[src/rtl/div4_restoring.sv]
// Iterative restoring divider: one trial subtraction per cycle, borrow selects the
// quotient bit and whether the partial remainder is restored. start/busy/done handshake.
module div4_restoring #(
  parameter int unsigned W = 4
) (
  input  logic         clk,
  input  logic         rst,
  input  logic         start,
  input  logic [W-1:0] dividend,
  input  logic [W-1:0] divisor,
  output logic         busy,
  output logic         done,
  output logic [W-1:0] quotient,
  output logic [W-1:0] remainder,
  output logic         div_by_zero
);

  localparam int unsigned CW = $clog2(W + 1);

  typedef enum logic [1:0] {
    IDLE = 2'd0,
    RUN  = 2'd1,
    DONE = 2'd2
  } state_t;

  state_t         state, state_next;
  logic [W-1:0]   q, q_next;
  logic [W-1:0]   d, d_next;
  logic [W:0]     r, r_next;
  logic [CW-1:0]  cnt, cnt_next;
  logic [W-1:0]   quotient_next, remainder_next;
  logic           dbz_next;

  logic [W+1:0]   s_full;
  logic [W+1:0]   t;
  logic           borrow;
  logic [W:0]     r_step;
  logic [W-1:0]   q_step;

  // One restoring step. R[W] is always 0 (R < D), so shifting the full R
  // gives the same trial difference as shifting R[W-1:0] with a zero pad.
  always_comb begin
    s_full = {r, q[W-1]};
    t      = s_full - {2'b00, d};
    borrow = t[W+1];
    r_step = borrow ? s_full[W:0] : t[W:0];
    q_step = {q[W-2:0], ~borrow};
  end

  // Next-state and datapath update
  always_comb begin
    state_next     = state;
    q_next         = q;
    d_next         = d;
    r_next         = r;
    cnt_next       = cnt;
    quotient_next  = quotient;
    remainder_next = remainder;
    dbz_next       = div_by_zero;

    case (state)
      IDLE: begin
        if (start) begin
          if (divisor != '0) begin
            q_next     = dividend;
            d_next     = divisor;
            r_next     = '0;
            cnt_next   = CW'(W);
            state_next = RUN;
          end else begin
            quotient_next  = '1;
            remainder_next = dividend;
            dbz_next       = 1'b1;
            state_next     = DONE;
          end
        end
      end
      RUN: begin
        q_next   = q_step;
        r_next   = r_step;
        cnt_next = cnt - CW'(1);
        if (cnt == CW'(1)) begin
          quotient_next  = q_step;
          remainder_next = r_step[W-1:0];
          dbz_next       = 1'b0;
          state_next     = DONE;
        end
      end
      DONE: begin
        state_next = IDLE;
      end
      default: begin
        state_next = IDLE;
      end
    endcase
  end

  // State and output registers; busy/done are registered decodes of the next state
  always_ff @(posedge clk) begin
    if (rst) begin
      state       <= IDLE;
      q           <= '0;
      d           <= '0;
      r           <= '0;
      cnt         <= '0;
      quotient    <= '0;
      remainder   <= '0;
      div_by_zero <= 1'b0;
      busy        <= 1'b0;
      done        <= 1'b0;
    end else begin
      state       <= state_next;
      q           <= q_next;
      d           <= d_next;
      r           <= r_next;
      cnt         <= cnt_next;
      quotient    <= quotient_next;
      remainder   <= remainder_next;
      div_by_zero <= dbz_next;
      busy        <= (state_next == RUN);
      done        <= (state_next == DONE);
    end
  end

endmodule

[config.mk]
export PLATFORM = sky130hd
export DESIGN_NAME = div4_restoring
export DESIGN_NICKNAME = d
export VERILOG_FILES = /design/src/rtl/div4_restoring.sv
export SDC_FILE = /design/constraint.sdc
export NUM_CORES = 1
export LEC_CHECK = 0
export CORE_MARGIN = 2
export CORE_UTILIZATION = 30
export DETAILED_ROUTE_END_ITERATION = 6
export PLACE_DENSITY_LB_ADDON = 0.15
export SETUP_SLACK_MARGIN = 0.15
export SLEW_MARGIN = 20
export SYNTH_ARGS = -nofsm -noshare
export SYNTH_HDL_FRONTEND = slang
export SYNTH_SLANG_ARGS = --single-unit
[constraint.sdc]
create_clock -name clk -period 3.6 [get_ports clk]
set_clock_uncertainty 0.05 [all_clocks]
set_input_delay 0.54 -clock clk [delete_from_list [all_inputs] [get_ports clk]]
set_output_delay 0.54 -clock clk [all_outputs]
set_load 0.05 [all_outputs]
==> flow_summary.json, run 1 <==
{
  "vdd_drop_max_v": 0.000255,
  "drcViolationCount": 0,
  "p_int_mw": 0.666,
  "detail_route.wl_per_cell_um": 12.4,
  "layout_min_cycle_time_ns": 2.27,
  "p_clk_share_pct": 37.3,
  "core_sq_mm": 0.00472,
  "dp.cells": 243,
  "initial_core_util_pct": 30.9,
  "cts_resized": 0,
  "setup_tns_ns": 0,
  "p_per_area_mw_per_mm2": 509,
  "swShare_pct": 28.6,
  "synth.net_count": 182,
  "cts_max_path_buffers": 2,
  "rsz0062_at_grt": "false",
  "post-cts-setup-buffer-count": 0,
  "numCtsBuffers": 5,
  "path_class": "in2reg",
  "antenna_found_initial": 0,
  "p_switching_mw": 0.267,
  "clkSinkCount": 29,
  "hp-start": "div_by_zero",
  "hpwl_um": 2390,
  "crit-reg2reg-launch": "d[3]",
  "dr.pass1.iters": 4,
  "min_period_over_period_pct": 63.0,
  "max_freq_ghz": 0.441,
  "root_buffer": "clkbuf_8",
  "place_worst_setup_slack_ns": 1.02,
  "ys_seq_elements": 29,
  "yosys_warnings": 0,
  "finalWorstSetupSlack_ns": 1.33,
  "cts_tree": "done",
  "hold_violations": 0,
  "synth_edf_count": 0,
  "crit_path_start_kind": "primary input",
  "rows": 25,
  "routed_wl_um": 3100,
  "p_comb_share_pct": 23.8,
  "overflow": 0,
  "synth_cell_type_count": 39,
  "ant_nets": 0,
  "synth-main-ff-cell": "dfxtp_1",
  "hp-class": "reg2reg",
  "cp_max_fo": 18,
  "place_congestion": 0.770,
  "fin_hold_ws_ns": 0.434,
  "drt-vias-per-instance": 4.68,
  "endpoint_kind": "register",
  "crit_arrival_ns": 2.41,
  "drtIter0Drc": 51,
  "setup_viol": 0,
  "required_ns": 3.74,
  "max_cap_viol_count": 0,
  "ctsHoldBuffers": 0,
  "layout-drive-gt1-share_pct": 9.24,
  "avgSynthCellArea_sq_um": 8.91,
  "synthCells": 164,
  "cts-htree-levels": 2,
  "dieArea_sq_mm": 0.00545,
  "slew_headroom_pct": 50.5,
  "grt_pass1_vias": 1183,
  "yosysSeqAreaShare_pct": 39.7,
  "worst_pin_slew_ns": 0.742,
  "io_buffers": 21,
  "p_leak_nw": 0.683,
  "grt_max_degree": 21,
  "area_growth_pct": 25.3,
  "synthArstFlopShare_pct": 0,
  "grt_pass1_wl_um": 5500,
  "num_vias": 1175,
  "die_h_um": 73.8,
  "syn_area_sq_mm": 0.00146,
  "insertion_delay_ns": 0.28,
  "nNetsFinal": 201,
  "io_pins": 22,
  "final-max-slew-violation-count": 0,
  "grtUsageTotal_pct": 13.4,
  "p_seq_share_pct": 38.9,
  "antenna_cells": 0,
  "startpoint": "divisor[3]",
  "path_clk_slew_ns": 0.06,
  "die_w_um": 73.8,
  "status": "completed",
  "final_cell_count_no_fill": 251
}
-- synthesized netlist by cell type (2+ instances only) --
master | number | area share (%)
a211oi_1 | 11 | 5.7
a21oi_1 | 6 | 2.1
a22oi_1 | 3 | 1.5
a311oi_1 | 3 | 1.8
a311oi_2 | 2 | 2.1
a32oi_1 | 2 | 1.2
buf_2 | 2 | 0.68
clkbuf_1 | 6 | 1.5
dfxtp_1 | 29 | 40
ha_1 | 6 | 5.1
inv_1 | 8 | 2.1
mux2_4 | 2 | 2.1
mux2i_1 | 5 | 3.4
nand2_1 | 16 | 4.1
nand2b_1 | 3 | 1.3
nand3b_1 | 2 | 1.0
nor2_1 | 27 | 6.9
nor2b_1 | 4 | 1.7
o21ai_0 | 4 | 1.4
or3_1 | 2 | 0.86
xor2_1 | 3 | 1.8
-- stage by stage --
stage | cell area (sq um) | power, mW | utilization [%]
6_report | 1830 | 0.932 | 38.8
5_1_grt | 1830 | 0.991 | 38.8
4_1_cts | 1830 | 0.947 | 38.8
3_5_place_dp | 1720 | 0.595 | 36.3
3_3_place_gp | 1720 | 0.590 | 36.3
2_1_floorplan | 1460 | 0.542 | -
-- kinds of logic (layout without fill, tap and decap cells) --
group                      Yosys count  in the layout  synth area share (%)
muxes                                7              7                  5.48
AOI/OAI and AO/OA                   42             42                  23.0
adders and majority gates            7              7                  6.51
xor gates and xnor gates             3              3                  1.80
DFF                                 29             29                  39.7
and+or+nand+nor                     58             58                  18.2
buffers and inverters               18             38                  5.31
-- power by group through the flow --
stage / Combinational, mW / Clock (mW) / Sequential [mW]
detailed placement: 0.224 / 0 / 0.370
global route: 0.247 / 0.378 / 0.366
floorplan: 0.156 / 0 / 0.386
finish: 0.222 / 0.348 / 0.363
global placement: 0.221 / 0 / 0.369
CTS: 0.226 / 0.359 / 0.363
-- final timing paths --
kind / to / depth (start not counted) / slack [ns]
max: remainder[1] / 5 / 1.33
min: div_by_zero / 2 / 0.43
min reg2reg: div_by_zero / 2 / 0.43
max reg2reg: remainder[1] / 7 / 1.45
-- flip-flops by register name (all words and copies together), names as in the netlist --
| signal | cells |
|---|---|
| busy | 1 |
| cnt | 3 |
| d | 4 |
| div_by_zero | 1 |
| done | 1 |
| q | 4 |
| quotient | 4 |
| r | 5 |
| remainder | 4 |
| state | 2 |
-- cell type report --
type                            instances  area (sq um)
Tap cell                               67          83.8
Multi-Input combinational cell        117           803
Sequential cell                        29           581
Clock inverter                          1          30.0
Inverter                                8          30.0
Fill cell                             499          2890
Clock buffer                            7          86.3
Timing Repair Buffer                   22           218
-- placed cells by master (no fill, tap or decap), types with 2 or more instances in the layout --
cell type / n
dfxtp_1: 29
nor2_1: 27
clkdlybuf4s50_1: 21
nand2_1: 16
a211oi_1: 11
inv_1: 8
a21oi_1: 6
ha_1: 6
clkbuf_8: 6
mux2i_1: 5
nor2b_1: 4
o21ai_0: 4
nand2b_1: 3
a311oi_1: 3
a22oi_1: 3
xor2_1: 3
nand3b_1: 2
or3_1: 2
mux2_4: 2
a311oi_2: 2
a32oi_1: 2
-- worst max-delay path: stages --
cell,delay [ns]
clkdlybuf4s50_1,0.44
nor4_2,0.48
a2bb2o_1,0.59
nor2_1,0.10
a311oi_2,0.25
-- per-layer routing --
metal / global-route usage, % / up-vias / share of wire [%]
met3: 4.25 / 6 / 3.6
met4: 5.45 / 0 / 1.8
met2: 22.3 / 14 / 49
met5: 0 / - / 0
li1: - / 617 / -
met1: 15.8 / 538 / 45
Note: power is estimated with default switching activity, not from simulation.
==> run 2: changes to the inputs <==
Clock period 3.6 ns to 1.8 ns, I/O delays scaled along.
==> flow_summary.json, run 2 (synthesis results as in run 1) <==
{
  "max_cap_viol_count": 0,
  "layout_min_cycle_time_ns": 1.89,
  "largest_reg_flops": 5,
  "core_sq_mm": 0.00472,
  "final-max-slew-violation-count": 0,
  "required_ns": 1.94,
  "fin_hold_ws_ns": 0.338,
  "cts_max_path_buffers": 2,
  "dr.pass1.iters": 4,
  "rsz0062_at_grt": "true",
  "layout-drive-gt1-share_pct": 39.3,
  "hpwl_um": 2560,
  "p_per_area_mw_per_mm2": 857,
  "endpoint_kind": "register",
  "setup_tns_ns": -0.228,
  "die_h_um": 73.8,
  "drtIter0Drc": 63,
  "vdd_drop_max_v": 0.000459,
  "root_buffer": "clkbuf_8",
  "place_congestion": 0.810,
  "max_stage_delay_ns": 0.35,
  "cp_num_buf_inv": 1,
  "overflow": 0,
  "p_total_mw": 1.90,
  "p_leak_nw": 0.924,
  "clkSinkCount": 29,
  "initial_core_util_pct": 30.9,
  "drt-vias-per-instance": 4.78,
  "die_w_um": 73.8,
  "hold_violations": 0,
  "antenna_found_initial": 0,
  "dp.cells": 270,
  "insertion_delay_ns": 0.28,
  "cp_max_fo": 5,
  "rows": 25,
  "violations": "setup timing",
  "num_vias": 1366,
  "top_register": "r",
  "finalWorstSetupSlack_ns": -0.0948,
  "grt_pass1_vias": 1273,
  "min_period_over_period_pct": 105,
  "crit_arrival_ns": 2.03,
  "hp-class": "in2reg",
  "ant_nets": 0,
  "slew_headroom_pct": 67.7,
  "ctsHoldBuffers": 0,
  "status": "finished, violations left",
  "place_worst_setup_slack_ns": -0.200,
  "area_growth_pct": 51.9,
  "grtUsageTotal_pct": 14.2,
  "final_cell_count_no_fill": 286,
  "antenna_cells": 0,
  "crit_path_top_delay_cell": "or3_4",
  "nNetsFinal": 236,
  "setup_viol": 6,
  "path_cells": "inv_2, ha_4, or3_4, o211ai_4, mux2_4, a311oi_2",
  "grt_max_degree": 31,
  "io_buffers": 21,
  "cts-htree-levels": 2,
  "routed_wl_um": 3750,
  "path_clk_slew_ns": 0.06,
  "grt_pass1_wl_um": 5920,
  "final_cell_mix": "buf_4, nor2_1, dfxtp_1",
  "path_class": "reg2reg",
  "cts_tree": "done",
  "dieArea_sq_mm": 0.00545,
  "crit_family": "compound AO/OA/AOI/OAI gates",
  "drcViolationCount": 0,
  "worst_pin_slew_ns": 0.486,
  "detail_route.wl_per_cell_um": 13.1,
  "io_pins": 22,
  "crit_path_start_kind": "register",
  "layout_commonest_cell": "buf_4",
  "max_freq_ghz": 0.528,
  "numCtsBuffers": 5
}
[run 2: final timing paths]
kind | startpoint | slack (ns) | depth (start not counted) | endpoint
max | d[3] | -0.09 | 6 | remainder[2]
max reg2reg | d[3] | -0.09 | 6 | remainder[2]
min | divisor[0] | 0.34 | 4 | d[0]
min reg2reg | div_by_zero | 0.44 | 2 | div_by_zero
[run 2: stage by stage]
stage,utilization (%),cell area (sq um)
CTS,44.3,2090
global route,47.0,2220
detailed placement,40.7,1920
finish,47.0,2220
global placement,40.7,1920
floorplan,-,1460
[run 2: repair_timing]
item,in CTS,in global routing
gates resized for setup,21,14
buffers inserted,2,4
pin swaps,11,13
endpoints found under the setup margin,14,22
cloned,0,2
[run 2: area by class of cell]
class / instances / area, sq um
fill: 466 / 2500
timing repair buffer: 57 / 510
clock buffer: 6 / 72.6
sequential: 29 / 591
tap: 67 / 83.8
clock inverter: 2 / 10.0
inverter: 8 / 30.0
multi-input combinational: 117 / 922
[run 2: metal layers]
layer	GRT usage [%]	vias up	routed length [um]
li1	-	692	-
met5	0	-	0
met1	18.7	645	1720
met3	3.70	6	125
met2	22.6	23	1850
met4	4.85	0	45
[run 2: worst reg2reg max path, cell delays in order (launching register included)]
cell and delay, ns:
dfxtp_2 0.33, inv_2 0.04, ha_4 0.17, or3_4 0.35, o211ai_4 0.29, mux2_4 0.35, a311oi_2 0.23
[run 2: where the power goes]
part	switching (mW)	internal, mW
logic	0.332	0.329
clock network	0.248	0.267
registers	0.0318	0.694
